[config.mk]
export PLATFORM = sky130hd
export DESIGN_NAME = gpc_serial_acc
export DESIGN_NICKNAME = d
export VERILOG_FILES = /design/src/rtl/gpc_pkg.sv /design/src/rtl/gpc_2_3__3.sv /design/src/rtl/gpc_serial_acc.sv
export SDC_FILE = /design/constraint.sdc
export NUM_CORES = 1
export LEC_CHECK = 0
export CAP_MARGIN = 20
export CORE_UTILIZATION = 35
export DETAILED_ROUTE_END_ITERATION = 10
export SLEW_MARGIN = 20
export SYNTH_ARGS = -nofsm -noshare
export SYNTH_HDL_FRONTEND = slang
export SYNTH_HIERARCHICAL = 1
export SYNTH_SLANG_ARGS = --single-unit
export TNS_END_PERCENT = 5
[constraint.sdc]
create_clock -name clk -period 4.4 [get_ports clk]
set_input_delay 0.88 -clock clk [delete_from_list [all_inputs] [get_ports clk]]
set_output_delay 0.88 -clock clk [all_outputs]
set_load 0.01 [all_outputs]
[src/rtl/gpc_pkg.sv]
// Shared types and parameter checks for the bit-serial GPC accumulator.
package gpc_pkg;

  typedef enum logic [1:0] {
    StIdle,
    StAdd,
    StOut
  } gpc_acc_state_t;

  // True when the operand/accumulator widths form a legal configuration.
  function automatic bit gpc_widths_ok(input int unsigned opw, input int unsigned accw);
    return (opw >= 2) && (accw >= opw) && ((accw % 2) == 0);
  endfunction

endpackage

[src/rtl/gpc_2_3__3.sv]
// (2,3;3) generalized parallel counter: three weight-1 bits plus two weight-2 bits.
module gpc_2_3__3 (
  input  logic [2:0] i_c0,
  input  logic [1:0] i_c1,
  output logic [2:0] o_z
);

  always_comb begin
    o_z = {2'b00, i_c0[0]} + {2'b00, i_c0[1]} + {2'b00, i_c0[2]}
        + {1'b0, i_c1[0], 1'b0} + {1'b0, i_c1[1], 1'b0};
  end

endmodule

[src/rtl/gpc_serial_acc.sv]
// Multi-operand accumulator that adds each operand two bits per cycle through one GPC.
module gpc_serial_acc
  import gpc_pkg::*;
#(
  parameter int unsigned OPW  = 16,
  parameter int unsigned ACCW = 20
) (
  input  logic            clk,
  input  logic            rst_n,
  input  logic            in_valid,
  output logic            in_ready,
  input  logic [OPW-1:0]  in_data,
  input  logic            in_last,
  output logic            out_valid,
  input  logic            out_ready,
  output logic [ACCW-1:0] out_sum,
  output logic            out_ovf,
  output logic            busy
);

  localparam int unsigned StepW = (ACCW > 2) ? $clog2(ACCW / 2) : 1;
  localparam logic [StepW-1:0] StepLast = StepW'(ACCW / 2 - 1);

  if (!gpc_widths_ok(OPW, ACCW)) begin : g_bad_params
    $error("gpc_serial_acc: illegal OPW/ACCW combination");
  end

  gpc_acc_state_t r_state, w_state_nxt;
  logic [ACCW-1:0]  r_acc, w_acc_nxt;
  logic [ACCW-1:0]  r_op, w_op_nxt;
  logic             r_carry, w_carry_nxt;
  logic [StepW-1:0] r_step, w_step_nxt;
  logic             r_ovf, w_ovf_nxt;
  logic             r_last, w_last_nxt;
  logic [2:0]       w_z;

  gpc_2_3__3 u_gpc (
    .i_c0 ({r_carry, r_op[0], r_acc[0]}),
    .i_c1 ({r_op[1], r_acc[1]}),
    .o_z  (w_z)
  );

  always_ff @(posedge clk or negedge rst_n) begin
    if (!rst_n) begin
      r_state <= StIdle;
      r_acc   <= '0;
      r_op    <= '0;
      r_carry <= 1'b0;
      r_step  <= '0;
      r_ovf   <= 1'b0;
      r_last  <= 1'b0;
    end else begin
      r_state <= w_state_nxt;
      r_acc   <= w_acc_nxt;
      r_op    <= w_op_nxt;
      r_carry <= w_carry_nxt;
      r_step  <= w_step_nxt;
      r_ovf   <= w_ovf_nxt;
      r_last  <= w_last_nxt;
    end
  end

  always_comb begin
    w_state_nxt = r_state;
    w_acc_nxt   = r_acc;
    w_op_nxt    = r_op;
    w_carry_nxt = r_carry;
    w_step_nxt  = r_step;
    w_ovf_nxt   = r_ovf;
    w_last_nxt  = r_last;
    unique case (r_state)
      StIdle: begin
        if (in_valid) begin
          w_op_nxt    = ACCW'(in_data);
          w_carry_nxt = 1'b0;
          w_step_nxt  = '0;
          w_last_nxt  = in_last;
          w_state_nxt = StAdd;
        end
      end
      StAdd: begin
        // Rotate the accumulator right; after ACCW/2 steps it is back in alignment.
        w_acc_nxt   = (r_acc >> 2) | (ACCW'({w_z[1], w_z[0]}) << (ACCW - 2));
        w_op_nxt    = r_op >> 2;
        w_carry_nxt = w_z[2];
        w_step_nxt  = r_step + StepW'(1);
        if (r_step == StepLast) begin
          w_ovf_nxt   = r_ovf | w_z[2];
          w_carry_nxt = 1'b0;
          w_step_nxt  = '0;
          w_state_nxt = r_last ? StOut : StIdle;
        end
      end
      StOut: begin
        if (out_ready) begin
          w_acc_nxt   = '0;
          w_ovf_nxt   = 1'b0;
          w_state_nxt = StIdle;
        end
      end
      default: w_state_nxt = StIdle;
    endcase
  end

  always_comb begin
    in_ready  = (r_state == StIdle);
    out_valid = (r_state == StOut);
    busy      = (r_state != StIdle);
    out_sum   = out_valid ? r_acc : '0;
    out_ovf   = out_valid & r_ovf;
  end

endmodule

==> metrics.yaml <==
hold_path:
  hp-class: "register to register"
yosys:
  yosys_register_bits: 45
  synth_largest_area_cell: "dfrtp_1"
  synth.distinct_cells: 27
  synth_top_cell_area_share_pct: 53.1
  yosysWarnings: 6
  synth_area_per_cell_um2: 10.8
  syn-num-nets: 222
  syn_inst: 197
  seq_area_frac_synth_pct: 53.1
  netlist_area_um2: 2120
  synth_area_leaders: "dfrtp_1, a22o_1, mux2i_1"
status:
  status: "completed"
timing:
  final-hold-violation-count: 0
  timing.final.crit_share_pct: 71.2
  period_minus_slack_ns: 3.13
  final_max_slew_viol_count: 0
  finalClockSkew_ns: 0.00892
  setup_violations: 0
  slew_headroom_pct: 53.9
  worst_pin_slew_ns: 0.689
  fin_setup_tns_ns: 0
  fmax_mhz: 319
  rsz0062_at_grt: "no"
worst_setup_path:
  crit_path_max_fanout: 24
  critPathLaunchType: "register"
  crit_type: "register to output port"
  cp.required_ns: 3.52
  cp.arrival_ns: 2.25
  cp-end-kind: "output port"
place:
  hpwl_mm: 2.72
  place_congestion: 0.733
  portBuffers: 44
global_route:
  grt_usage_pct: 14.3
  antenna_found_initial: 0
  grt_pass1_wl_mm: 7.00
  grt_pass1_vias: 1440
  grt_max_degree: 46
  grt_overflow: 0
detailed_routing:
  drt_iter0_markers: 51
  drc_errors: 0
  drt-total-wl_mm: 3.94
  avgRoutedWirePerCell_um: 12.6
  vias: 1495
  firstDrtPassIters: 4
  antenna_left: 0
  via_per_inst: 4.79
cells_and_area:
  fillers: 555
  final_util_pct: 47.8
  areaGrowthSynthToFinish_pct: 27.9
  seqCellArea_um2: 1130
  num_antenna_cells: 0
  drive_above_1_share_pct: 6.67
  num-nets-final: 264
  multi_input_area_um2: 870
cts:
  cts_buffers: 5
  cts_setup_buffers: 0
  cts_hold_buf: 0
  htree_num_levels: 2
  clk_latency_ns: 0.30
  cts_root_buffer: "clkbuf_8"
  clock_sinks: 45
  cts.path.max_buffers: 2
  cts_tree: "done"
  clkSlewWorstSetupHoldPaths_ns: 0.09
  cts_repair_resize_count: 0
power:
  power_density_nw_per_um2: 596
  p_leak_uw: 0.00125
  peakVddDrop_mv: 0.234
floorplanning:
  std_cell_rows: 27
  core_area_um2: 5680
  die_area_um2: 6380
  ioPinCount: 45
  die_w_um: 79.9
  initial_core_util_pct: 37.4
  die_h_um: 79.9
job:
  cap_violations: 0
state kept, by name (all words and copies together), names as in the netlist:
register	count
r_acc	20
r_carry	1
r_last	1
r_op	16
r_ovf	1
r_state	2
r_step	4
critical path, cell delays in order (launching register included):
cell and delay, ns:
dfrtp_1 0.53, nor2b_2 0.65, and2_1 0.23, clkdlybuf4s50_1 0.53
final cells by class:
class                           instances  share of cell area, %
Timing Repair Buffer                   47                   17.0
Multi-Input combinational cell        126                   32.0
Sequential cell                        45                   41.5
Tap cell                               72                   3.32
Clock inverter                          3                   1.71
Inverter                               14                   1.94
Clock buffer                            5                   2.54
Yosys cell counts (all sizes together):
master    n
a22o     20
mux2i    14
and4b     1
o21ai    21
o21bai    1
buf      10
fa        2
dfrtp    45
a21o      1
a32o      1
ha        2
o22ai     1
o2bb2ai   1
xnor2     1
and2     21
clkbuf    2
a21oi     6
mux2      1
or3       1
nor2b     5
inv      14
nand2    24
nor2      2
through the flow:
stage / hold slack, ns / total power [uW] / std cells / worst slack (ns) / cell area (um2)
floorplan: 0.455 / 1180 / 197 / 2.36 / 2120
global placement: 0.468 / 1300 / 304 / 1.66 / 2600
detailed placement: 0.475 / 1320 / 304 / 1.59 / 2600
CTS: 0.494 / 1640 / 312 / 1.23 / 2710
global route: 0.509 / 1760 / 312 / 1.09 / 2710
finish: 0.487 / 1620 / 312 / 1.27 / 2710
power by group:
| part | leakage, uW | internal [uW] | switching, uW |
|---|---|---|---|
| clock | 0.0000543 | 170 | 147 |
| sequential | 0.000567 | 593 | 137 |
| combinational | 0.000624 | 295 | 276 |
| total | 0.00125 | 1060 | 560 |
path summary, 6_finish.rpt:
path / start / end / slack, ns / cells after the start
worst max-delay path: r_state[1]$_DFFE_PN0P_ / out_sum[19] / 1.27 / 3
worst min-delay path: r_op[1]$_DFFE_PN0P_ / r_op[1]$_DFFE_PN0P_ / 0.49 / 2
worst max register to register: r_state[1]$_DFFE_PN0P_ / r_acc[1]$_DFFE_PN0P_ / 2.52 / 4
worst min register to register: r_op[1]$_DFFE_PN0P_ / r_op[1]$_DFFE_PN0P_ / 0.49 / 2
max in group asynchronous: rst_n / r_op[10]$_DFFE_PN0P_ / 3.46 / 1
min in group asynchronous: rst_n / r_acc[17]$_DFFE_PN0P_ / 0.56 / 1
routing by layer:
metal | part of all wire [%] | global-route usage, % | vias up
li1 | - | - | 751
met2 | 45 | 21.8 | 40
met5 | 0 | 0 | -
met4 | 1.6 | 5.36 | 0
met1 | 48 | 19.1 | 697
met3 | 6.0 | 4.11 | 7
cells by family (layout without fill, tap and decap cells):
family          count (synthesis)  after routing  share of synthesized area [%]
simple gates                   54             54                           13.3
flops                          45             45                           53.1
buf+inv                        26             69                           6.37
mux                            15             15                           7.13
fa+ha+maj                       4              4                           3.07
compound gates                 52             52                           16.7
xor+xnor                        1              1                          0.413
cell usage in the layout, fill, tap and decap left out:
master / synthesis / final
dfrtp_1: 45 / 45
clkdlybuf4s50_1: 0 / 43
nand2_1: 24 / 24
and2_1: 21 / 21
a22o_1: 20 / 20
o21ai_1: 17 / 17
inv_1: 14 / 14
mux2i_1: 14 / 14
a21oi_1: 6 / 6
clkbuf_8: 0 / 5
buf_4: 0 / 4
nor2b_1: 3 / 3
o21ai_0: 3 / 3
nor2_1: 2 / 2
ha_1: 2 / 2
fa_1: 2 / 2
nor2b_2: 2 / 1
o21bai_2: 0 / 1
nor2b_4: 0 / 1
o21ai_2: 1 / 1
xnor2_1: 1 / 1
a21o_1: 1 / 1
a32o_1: 1 / 1
and4b_1: 1 / 1
mux2_1: 1 / 1
or3_1: 1 / 1
o22ai_1: 1 / 1
o2bb2ai_1: 1 / 1
bufinv_16: 0 / 1
clkinv_4: 0 / 1
clkinvlp_4: 0 / 1
(Power assumes the default switching activity.)
